## config.mk

```make
export PLATFORM = sky130hd
export DESIGN_NAME = pio_buzzer_tone_flat
export DESIGN_NICKNAME = d
export VERILOG_FILES = /design/src/rtl/pio_buzzer_tone_pkg.sv /design/src/rtl/pio_buzzer_tone_if.sv /design/src/rtl/pio_buzzer_tone_div.sv /design/src/rtl/pio_buzzer_tone.sv /design/src/flat_wrapper.sv
export SDC_FILE = /design/constraint.sdc
export NUM_CORES = 1
export LEC_CHECK = 0
export BUFFER_PORTS_ARGS = -buffer_cell sky130_fd_sc_hd__clkbuf_2
export CORE_MARGIN = 5
export CORE_UTILIZATION = 43
export DETAILED_ROUTE_END_ITERATION = 7
export PLACE_DENSITY_LB_ADDON = 0.08
export SYNTH_ARGS = -nofsm -noshare
export SYNTH_HDL_FRONTEND = slang
export SYNTH_SLANG_ARGS = --single-unit
```

## constraint.sdc

```tcl
create_clock -name clk -period 8.1 [get_ports clk]
set_clock_uncertainty 0.1 [all_clocks]
set_input_delay 0.405 -clock clk [delete_from_list [all_inputs] [get_ports clk]]
set_output_delay 0.405 -clock clk [all_outputs]
set_load 0.01 [all_outputs]
```

## src/rtl/pio_buzzer_tone_pkg.sv

```systemverilog
// Shared definitions for the buzzer PIO: register map, CTRL bit positions and
// sequencer state encoding.
package pio_buzzer_tone_pkg;

    localparam logic [1:0] ADDR_CTRL  = 2'd0;
    localparam logic [1:0] ADDR_DIV   = 2'd1;
    localparam logic [1:0] ADDR_ONOFF = 2'd2;
    localparam logic [1:0] ADDR_REP   = 2'd3;

    localparam int CTRL_LEVEL   = 0;
    localparam int CTRL_TONE_EN = 1;
    localparam int CTRL_START   = 2;
    localparam int CTRL_IRQ_EN  = 3;
    localparam int CTRL_ABORT   = 4;
    localparam int CTRL_BUSY    = 5;
    localparam int CTRL_DONE    = 6;

    typedef enum logic [1:0] {
        ST_IDLE = 2'd0,
        ST_ON   = 2'd1,
        ST_OFF  = 2'd2
    } seq_state_e;

endpackage

```

## src/rtl/pio_buzzer_tone_if.sv

```systemverilog
// Avalon-MM slave bus bundle for the buzzer PIO.
// A write happens on every clock where chipselect=1 and write_n=0; readdata is
// valid combinationally from address with zero wait states and reads have no side effects.
interface pio_buzzer_tone_if #(
    parameter int DATA_W = 32
);
    logic [1:0]        address;
    logic              chipselect;
    logic              write_n;
    logic [DATA_W-1:0] writedata;
    logic [DATA_W-1:0] readdata;

    modport master (output address, chipselect, write_n, writedata, input readdata);
    modport slave  (input address, chipselect, write_n, writedata, output readdata);
endinterface

```

## src/rtl/pio_buzzer_tone_div.sv

```systemverilog
// Square-wave generator: phase toggles every DIV+1 enabled cycles, and
// period_tick pulses on the cycle that ends each high half (the falling edge).
module pio_buzzer_tone_div #(
    parameter int DIV_W = 16
) (
    input  logic             clk,
    input  logic             rst_n,
    input  logic             en,
    input  logic             restart,
    input  logic [DIV_W-1:0] div,
    output logic             phase,
    output logic             period_tick
);
    logic [DIV_W-1:0] cnt_q, cnt_d;
    logic             phase_q, phase_d;

    // restart gives a full low half before the first rise, so every period is whole
    always_comb begin
        cnt_d   = cnt_q;
        phase_d = phase_q;
        if (restart) begin
            cnt_d   = div;
            phase_d = 1'b0;
        end else if (!en) begin
            cnt_d   = '0;
            phase_d = 1'b0;
        end else if (cnt_q == '0) begin
            cnt_d   = div;
            phase_d = ~phase_q;
        end else begin
            cnt_d = cnt_q - DIV_W'(1);
        end
    end

    always_ff @(posedge clk or negedge rst_n) begin
        if (!rst_n) begin
            cnt_q   <= '0;
            phase_q <= 1'b0;
        end else begin
            cnt_q   <= cnt_d;
            phase_q <= phase_d;
        end
    end

    assign phase       = phase_q;
    assign period_tick = en & ~restart & (cnt_q == '0) & phase_q;
endmodule

```

## src/rtl/pio_buzzer_tone.sv

```systemverilog
// Buzzer PIO with direct level, free-running tone and an on/off/repeat beep
// sequencer that raises a sticky done flag and level IRQ.
module pio_buzzer_tone
    import pio_buzzer_tone_pkg::*;
#(
    parameter int DIV_W  = 16,
    parameter int CNT_W  = 16,
    parameter int REP_W  = 8,
    parameter int DATA_W = 32
) (
    input  logic                clk,
    input  logic                reset_n,
    pio_buzzer_tone_if.slave    bus,
    output logic                irq,
    output logic                out_port,
    output seq_state_e          dbg_state
);
    seq_state_e         state_q, state_d;
    logic [CNT_W-1:0]   cnt_q, cnt_d;
    logic [REP_W-1:0]   rem_q, rem_d;
    logic [REP_W-1:0]   rep_q, rep_d;
    logic [DIV_W-1:0]   div_q, div_d;
    logic [2*CNT_W-1:0] onoff_q, onoff_d;
    logic               level_q, level_d, tone_en_q, tone_en_d, irq_en_q, irq_en_d;
    logic               done_q, done_d, out_q, out_d;

    logic wr, wr_ctrl, wr_rep, abort_req, start_go, busy, done_set, end_cycle;
    logic phase, period_tick;
    logic [CNT_W-1:0] on_len, off_len;
    logic wr_unused;

    assign wr        = bus.chipselect & ~bus.write_n;
    assign wr_ctrl   = wr & (bus.address == ADDR_CTRL);
    assign wr_rep    = wr & (bus.address == ADDR_REP);
    assign abort_req = wr_ctrl & bus.writedata[CTRL_ABORT];
    assign busy      = (state_q != ST_IDLE);
    assign start_go  = wr_ctrl & bus.writedata[CTRL_START] & ~bus.writedata[CTRL_ABORT] & ~busy;
    assign on_len    = (onoff_q[CNT_W-1:0] == '0) ? CNT_W'(1) : onoff_q[CNT_W-1:0];
    assign off_len   = onoff_q[2*CNT_W-1:CNT_W];
    assign wr_unused = &{1'b0, bus.writedata};

    pio_buzzer_tone_div #(.DIV_W(DIV_W)) u_div (
        .clk         (clk),
        .rst_n       (reset_n),
        .en          (busy | tone_en_q),
        .restart     (start_go),
        .div         (div_q),
        .phase       (phase),
        .period_tick (period_tick)
    );

    // Sequencer: phase lengths are counted in falling edges of the tone
    always_comb begin
        state_d   = state_q;
        cnt_d     = cnt_q;
        rem_d     = rem_q;
        done_set  = 1'b0;
        end_cycle = 1'b0;
        case (state_q)
            ST_IDLE: begin
                if (start_go) begin
                    state_d = ST_ON;
                    cnt_d   = on_len;
                    rem_d   = rep_q;
                end
            end
            ST_ON: begin
                if (period_tick) begin
                    if (cnt_q <= CNT_W'(1)) begin
                        if (off_len != '0) begin
                            state_d = ST_OFF;
                            cnt_d   = off_len;
                        end else begin
                            end_cycle = 1'b1;
                        end
                    end else begin
                        cnt_d = cnt_q - CNT_W'(1);
                    end
                end
            end
            ST_OFF: begin
                if (period_tick) begin
                    if (cnt_q <= CNT_W'(1)) end_cycle = 1'b1;
                    else                    cnt_d = cnt_q - CNT_W'(1);
                end
            end
            default: state_d = ST_IDLE;
        endcase
        if (end_cycle) begin
            if (rep_q == '0) begin
                state_d = ST_ON;
                cnt_d   = on_len;
            end else if (rem_q <= REP_W'(1)) begin
                state_d  = ST_IDLE;
                cnt_d    = '0;
                rem_d    = '0;
                done_set = 1'b1;
            end else begin
                state_d = ST_ON;
                cnt_d   = on_len;
                rem_d   = rem_q - REP_W'(1);
            end
        end
        if (abort_req) begin
            state_d  = ST_IDLE;
            cnt_d    = '0;
            done_set = 1'b0;
        end
    end

    always_comb begin
        level_d   = level_q;
        tone_en_d = tone_en_q;
        irq_en_d  = irq_en_q;
        div_d     = div_q;
        onoff_d   = onoff_q;
        rep_d     = rep_q;
        if (wr_ctrl) begin
            level_d   = bus.writedata[CTRL_LEVEL];
            tone_en_d = bus.writedata[CTRL_TONE_EN];
            irq_en_d  = bus.writedata[CTRL_IRQ_EN];
        end
        if (wr && bus.address == ADDR_DIV)   div_d   = bus.writedata[DIV_W-1:0];
        if (wr && bus.address == ADDR_ONOFF) onoff_d = bus.writedata[2*CNT_W-1:0];
        if (wr_rep)                          rep_d   = bus.writedata[REP_W-1:0];
        done_d = done_q;
        if (wr_rep || start_go) done_d = 1'b0;
        if (done_set)           done_d = 1'b1;
        out_d = busy ? ((state_q == ST_ON) & phase) : (tone_en_q ? phase : level_q);
    end

    always_ff @(posedge clk or negedge reset_n) begin
        if (!reset_n) begin
            state_q   <= ST_IDLE;
            cnt_q     <= '0;
            rem_q     <= '0;
            rep_q     <= '0;
            div_q     <= '0;
            onoff_q   <= '0;
            level_q   <= 1'b0;
            tone_en_q <= 1'b0;
            irq_en_q  <= 1'b0;
            done_q    <= 1'b0;
            out_q     <= 1'b0;
        end else begin
            state_q   <= state_d;
            cnt_q     <= cnt_d;
            rem_q     <= rem_d;
            rep_q     <= rep_d;
            div_q     <= div_d;
            onoff_q   <= onoff_d;
            level_q   <= level_d;
            tone_en_q <= tone_en_d;
            irq_en_q  <= irq_en_d;
            done_q    <= done_d;
            out_q     <= out_d;
        end
    end

    always_comb begin
        bus.readdata = '0;
        case (bus.address)
            ADDR_CTRL: begin
                bus.readdata[CTRL_LEVEL]   = level_q;
                bus.readdata[CTRL_TONE_EN] = tone_en_q;
                bus.readdata[CTRL_IRQ_EN]  = irq_en_q;
                bus.readdata[CTRL_BUSY]    = busy;
                bus.readdata[CTRL_DONE]    = done_q;
            end
            ADDR_DIV:   bus.readdata[DIV_W-1:0]   = div_q;
            ADDR_ONOFF: bus.readdata[2*CNT_W-1:0] = onoff_q;
            default: begin
                bus.readdata[REP_W-1:0] = rem_q;
                bus.readdata[REP_W]     = done_q;
                bus.readdata[REP_W+1]   = busy;
            end
        endcase
    end

    assign irq       = done_q & irq_en_q;
    assign out_port  = out_q;
    assign dbg_state = state_q;
endmodule
```

## src/flat_wrapper.sv

```systemverilog
// flat-port wrapper written by rule: the top's interface ports become plain ports
module pio_buzzer_tone_flat import pio_buzzer_tone_pkg::*;
#(
    parameter int DIV_W  = 16,
    parameter int CNT_W  = 16,
    parameter int REP_W  = 8,
    parameter int DATA_W = 32
)
  (clk, reset_n, irq, out_port, dbg_state, bus_address, bus_chipselect, bus_write_n, bus_writedata, bus_readdata);
  pio_buzzer_tone_if #(.DATA_W(DATA_W)) bus_i ();
  input  logic clk;
  input  logic reset_n;
  output logic irq;
  output logic out_port;
  output seq_state_e dbg_state;
  input wire logic [$bits(bus_i.address)-1:0] bus_address;
  input wire logic [$bits(bus_i.chipselect)-1:0] bus_chipselect;
  input wire logic [$bits(bus_i.write_n)-1:0] bus_write_n;
  input wire logic [$bits(bus_i.writedata)-1:0] bus_writedata;
  output wire logic [$bits(bus_i.readdata)-1:0] bus_readdata;
  assign bus_i.address = bus_address;
  assign bus_i.chipselect = bus_chipselect;
  assign bus_i.write_n = bus_write_n;
  assign bus_i.writedata = bus_writedata;
  assign bus_readdata = bus_i.readdata;
  pio_buzzer_tone #(.DIV_W(DIV_W), .CNT_W(CNT_W), .REP_W(REP_W), .DATA_W(DATA_W)) u_core (.clk(clk), .reset_n(reset_n), .bus(bus_i), .irq(irq), .out_port(out_port), .dbg_state(dbg_state));
endmodule
```

==> run_results.csv <==
group,metric,value,unit
cts,cts_tree,"yes",
setup_path,crit_cells,6,
final_layout,drive_gt1_share,29.4,%
setup_path,worst-endpoint-arrival,3.85,ns
cts,cts_buffer_depth,2,
detailed_routing,drt_drc,0,
setup_path,critPathLaunch,"u_core.onoff_q[27]",
cts,tritoncts.num_buffers,9,
cts,cts_hold_buffers,1,
power,cell_internal_pwr,1410,uW
place,hpwlAfterDp,11.0,mm
global_route,grt_pass1_vias,4576,
synth,ys_warn_count,0,
floorplanning,io_pins,74,
synth,average_cell_area_after_synthesis,10.6,um2
power,power-per-cell-area,336,mW/mm2
power,leakage,0.00293,uW
detailed_routing,viasPerCell,5.61,
floorplanning,vertical_die_dimension,125,um
power,power_frac_clock,24.3,%
setup_path,endpoint_kind,"register",
final_layout,syn_to_final_growth,15.5,%
global_route,antenna_violations_before_repair,0,
setup_path,critical_path.reg2reg.startpoint,"u_core.onoff_q[27]",
setup_path,critical_path_source_type,"register",
place,i_o_buffers,73,
setup_path,crit_end,"u_core.cnt_q[11]",
final_layout,antenna_cells_inserted,0,
setup_path,worst_path_largest_cell_delay,1.02,ns
sta,slew_violations,0,
synth,sequential_fraction_of_the_synthesis_area,45.4,%
sta,fin_setup_tns,0,ns
global_route,global_route.overflow_total,0,
floorplanning,die_width,125,um
synth,synth_top_cells_by_area,"sky130_fd_sc_hd__dfrtp_1 45%, sky130_fd_sc_hd__mux2_2 15%, sky130_fd_sc_hd__a22oi_1 3.5%",
place,gpl.final_weighted_congestion,0.865,
synth,netlist-cell-type-count,52,
synth,synth_top_area_share,45.4,%
place,dpl.cell_count,767,
synth,post_synth_inst_count,539,
cts,post_cts_sizing_count,0,
floorplanning,coreArea,0.0131,mm2
outcome,status,"finished clean",
global_route,grt_pass1_wl,24.5,mm
power,max-vdd-ir-drop,0.150,mV
detailed_routing,total_wirelength_of_the_detailed_routed_design,14.9,mm
global_route,grt_start_max_net_pins,70,
sta,final.period_utilization,45.8,%
synth,synth-edff-count,0,
setup_path,critical_path_peak_fanout,16,
floorplanning,design.die.area,0.0157,mm2
detailed_routing,routed_wire_length_per_instance,19.0,um
sta,fmaxAchievable,0.270,GHz
cts,cts-root-buf,"sky130_fd_sc_hd__clkbuf_16",
setup_path,worst_reg2reg_path_endpoint,"u_core.cnt_q[11]",
power,seqPwrFrac,37.4,%
synth,synthesis.area,0.00573,mm2
detailed_routing,detailroute.via_count,4401,
power,power.combinational.fraction,38.3,%
cts,tritoncts_num_sinks,104,
synth,netlist_top_cells_count,"104 x sky130_fd_sc_hd__dfrtp_1, 76 x sky130_fd_sc_hd__mux2_2, 50 x sky130_fd_sc_hd__nand2_1",
setup_path,worstPathRequired,8.24,ns
detailed_routing,postRouteAntennaNets,0,
setup_path,crit_slowest_cell,"sky130_fd_sc_hd__o211ai_1",
detailed_routing,drtPass1Iterations,5,
setup_path,timing_worst_setup_path_type,"reg2reg",
power,sw_pwr,813,uW
synth,synth_most_common_cell,"sky130_fd_sc_hd__dfrtp_1",
sta,slew_limit_headroom,14.9,%
power,sw_share,36.6,%
synth,synth_top_cell_by_area,"sky130_fd_sc_hd__dfrtp_1",
sta,final_period_minus_worst_setup_slack,3.71,ns
sta,worst_slew_pin_slew,1.27,ns
cts,cts-htree-levels,3,
setup_path,timing.reg2reg.worst_path_depth,6,
cts,clk_latency,0.36,ns
floorplanning,effective_utilization_at_floorplan,43.6,%
synth,postSynth.asyncResetShare,100,%
final_layout,stdcell_count,784,
synth,synth_seq_cells,104,
detailed_routing,drt_iter0_drc,353,
synth,synth_ff_type,"sky130_fd_sc_hd__dfrtp_1",
setup_path,cpLargestDelayFamily,"compound AO/OA/AOI/OAI gates",
floorplanning,row_count,42,
sta,finalHoldViolations,0,
setup_path,reg2reg_slack,4.39,ns
sta,rsz0062_at_grt,"false",
sta,setup_viol,0,
run,max_cap_viol_count,0,
setup_path,combined_buffer_and_inverter_count_along_the_critical_path,0,
cts,clkTransAtPathRegs,0.07,ns
setup_path,crit_path_cells,"nor4_1, a41oi_1, or4b_2, o211ai_1, o2bb2ai_1, mux2_1",
global_route,globalRouteTotalUtil,19.4,%
hold_path,min-delay-path-class,"in2reg",
final_layout,design.final.nets,657,
synth,synth.net_count,593,
cts,cts_post_setup_buffers_inserted,0,
power by group through the flow:
stage | Clock [uW] | Sequential (uW) | Combinational [uW]
CTS | 551 | 829 | 856
global route | 568 | 853 | 953
finish | 540 | 831 | 850
floorplan | 0 | 787 | 677
global placement | 0 | 832 | 843
detailed placement | 0 | 838 | 850
cell type report:
cell class / count / area, um2
clock buffers: 10 / 239
clock inverters: 6 / 130
fillers: 1217 / 6520
inverters: 17 / 63.8
multi-input cells: 393 / 2960
flip-flops and latches: 104 / 2600
well taps: 176 / 220
repair buffers: 78 / 408
cell usage in the layout, fill, tap and decap left out, types with 5 or more instances in the layout:
cell,instances
sky130_fd_sc_hd__o2bb2ai_1,15
sky130_fd_sc_hd__a222oi_1,5
sky130_fd_sc_hd__ha_1,16
sky130_fd_sc_hd__nand2_1,50
sky130_fd_sc_hd__dfrtp_1,104
sky130_fd_sc_hd__mux2i_1,6
sky130_fd_sc_hd__a22oi_1,27
sky130_fd_sc_hd__nor3_1,14
sky130_fd_sc_hd__nand3_1,7
sky130_fd_sc_hd__nor4_1,13
sky130_fd_sc_hd__or4_1,5
sky130_fd_sc_hd__xnor2_1,14
sky130_fd_sc_hd__xor2_1,11
sky130_fd_sc_hd__nor2_1,25
sky130_fd_sc_hd__or3_1,6
sky130_fd_sc_hd__inv_1,17
sky130_fd_sc_hd__o211ai_1,5
sky130_fd_sc_hd__mux2_2,76
sky130_fd_sc_hd__buf_4,5
sky130_fd_sc_hd__and2_1,18
sky130_fd_sc_hd__o21ai_0,32
sky130_fd_sc_hd__clkbuf_2,72
sky130_fd_sc_hd__clkbuf_16,9
sky130_fd_sc_hd__nor2b_1,9
routing by layer:
layer | part of all wire (%) | GRT usage (%) | vias to the layer above | wire [um]
met5 | 0 | 0 | - | 0
met4 | 2.7 | 8.04 | 0 | 404
met3 | 4.1 | 3.28 | 25 | 616
met2 | 46 | 30.5 | 111 | 6910
met1 | 47 | 26.7 | 2180 | 6970
li1 | - | - | 2085 | -
worst reg2reg max path, cell delays in order, from the launching register on:
cell                        delay [ns]
sky130_fd_sc_hd__dfrtp_1          0.40
sky130_fd_sc_hd__nor4_1           0.59
sky130_fd_sc_hd__a41oi_1          0.29
sky130_fd_sc_hd__or4b_2           0.76
sky130_fd_sc_hd__o211ai_1         1.02
sky130_fd_sc_hd__o2bb2ai_1        0.11
sky130_fd_sc_hd__mux2_1           0.33
cells by family after synthesis:
kind of cell | share of synthesized area [%]
AO/OA/AOI/OAI | 13.4
XOR/XNOR | 3.82
adder cells (fa/ha/maj) | 3.49
buffers and inverters | 2.97
flip-flops | 45.4
multiplexers | 16.2
AND/OR/NAND/NOR | 14.7
through the flow:
step           hold WS [ns]  setup WS, ns  util (%)  total power [uW]  cell area (um2)
3_5_place_dp          0.299          4.40      47.5              1690             6240
5_1_grt               0.178          4.10      50.4              2370             6620
4_1_cts               0.176          4.39      50.4              2240             6620
3_3_place_gp          0.298          4.46      47.5              1670             6240
6_report              0.181          4.39      50.4              2220             6620
2_1_floorplan       0.00941          4.95         -              1460             5730
sequential cells by signal, summed over array words and instances, names as in the netlist:
| name | flops |
|---|---|
| u_core.level_q | 1 |
| u_core.rem_q | 8 |
| u_core.tone_en_q | 1 |
| u_core.div_q | 16 |
| u_core.cnt_q | 16 |
| u_core.irq_en_q | 1 |
| u_core.u_div.cnt_q | 16 |
| u_core.dbg_state | 2 |
| u_core.onoff_q | 32 |
| u_core.out_port | 1 |
| u_core.done_q | 1 |
| u_core.u_div.phase | 1 |
| u_core.rep_q | 8 |
worst min path at each step:
stage                            from            endpoint  slack (ns)  depth (start not counted)
floorplan                     reset_n     u_core.cnt_q[0]       0.009                          0
global placement              reset_n  u_core.onoff_q[27]        0.30                          1
detailed placement            reset_n  u_core.onoff_q[26]        0.30                          1
CTS                 bus_writedata[28]  u_core.onoff_q[28]        0.18                          2
global route        bus_writedata[22]  u_core.onoff_q[22]        0.18                          2
finish              bus_writedata[31]  u_core.onoff_q[31]        0.18                          2
Power figures use the tool's default switching activity.
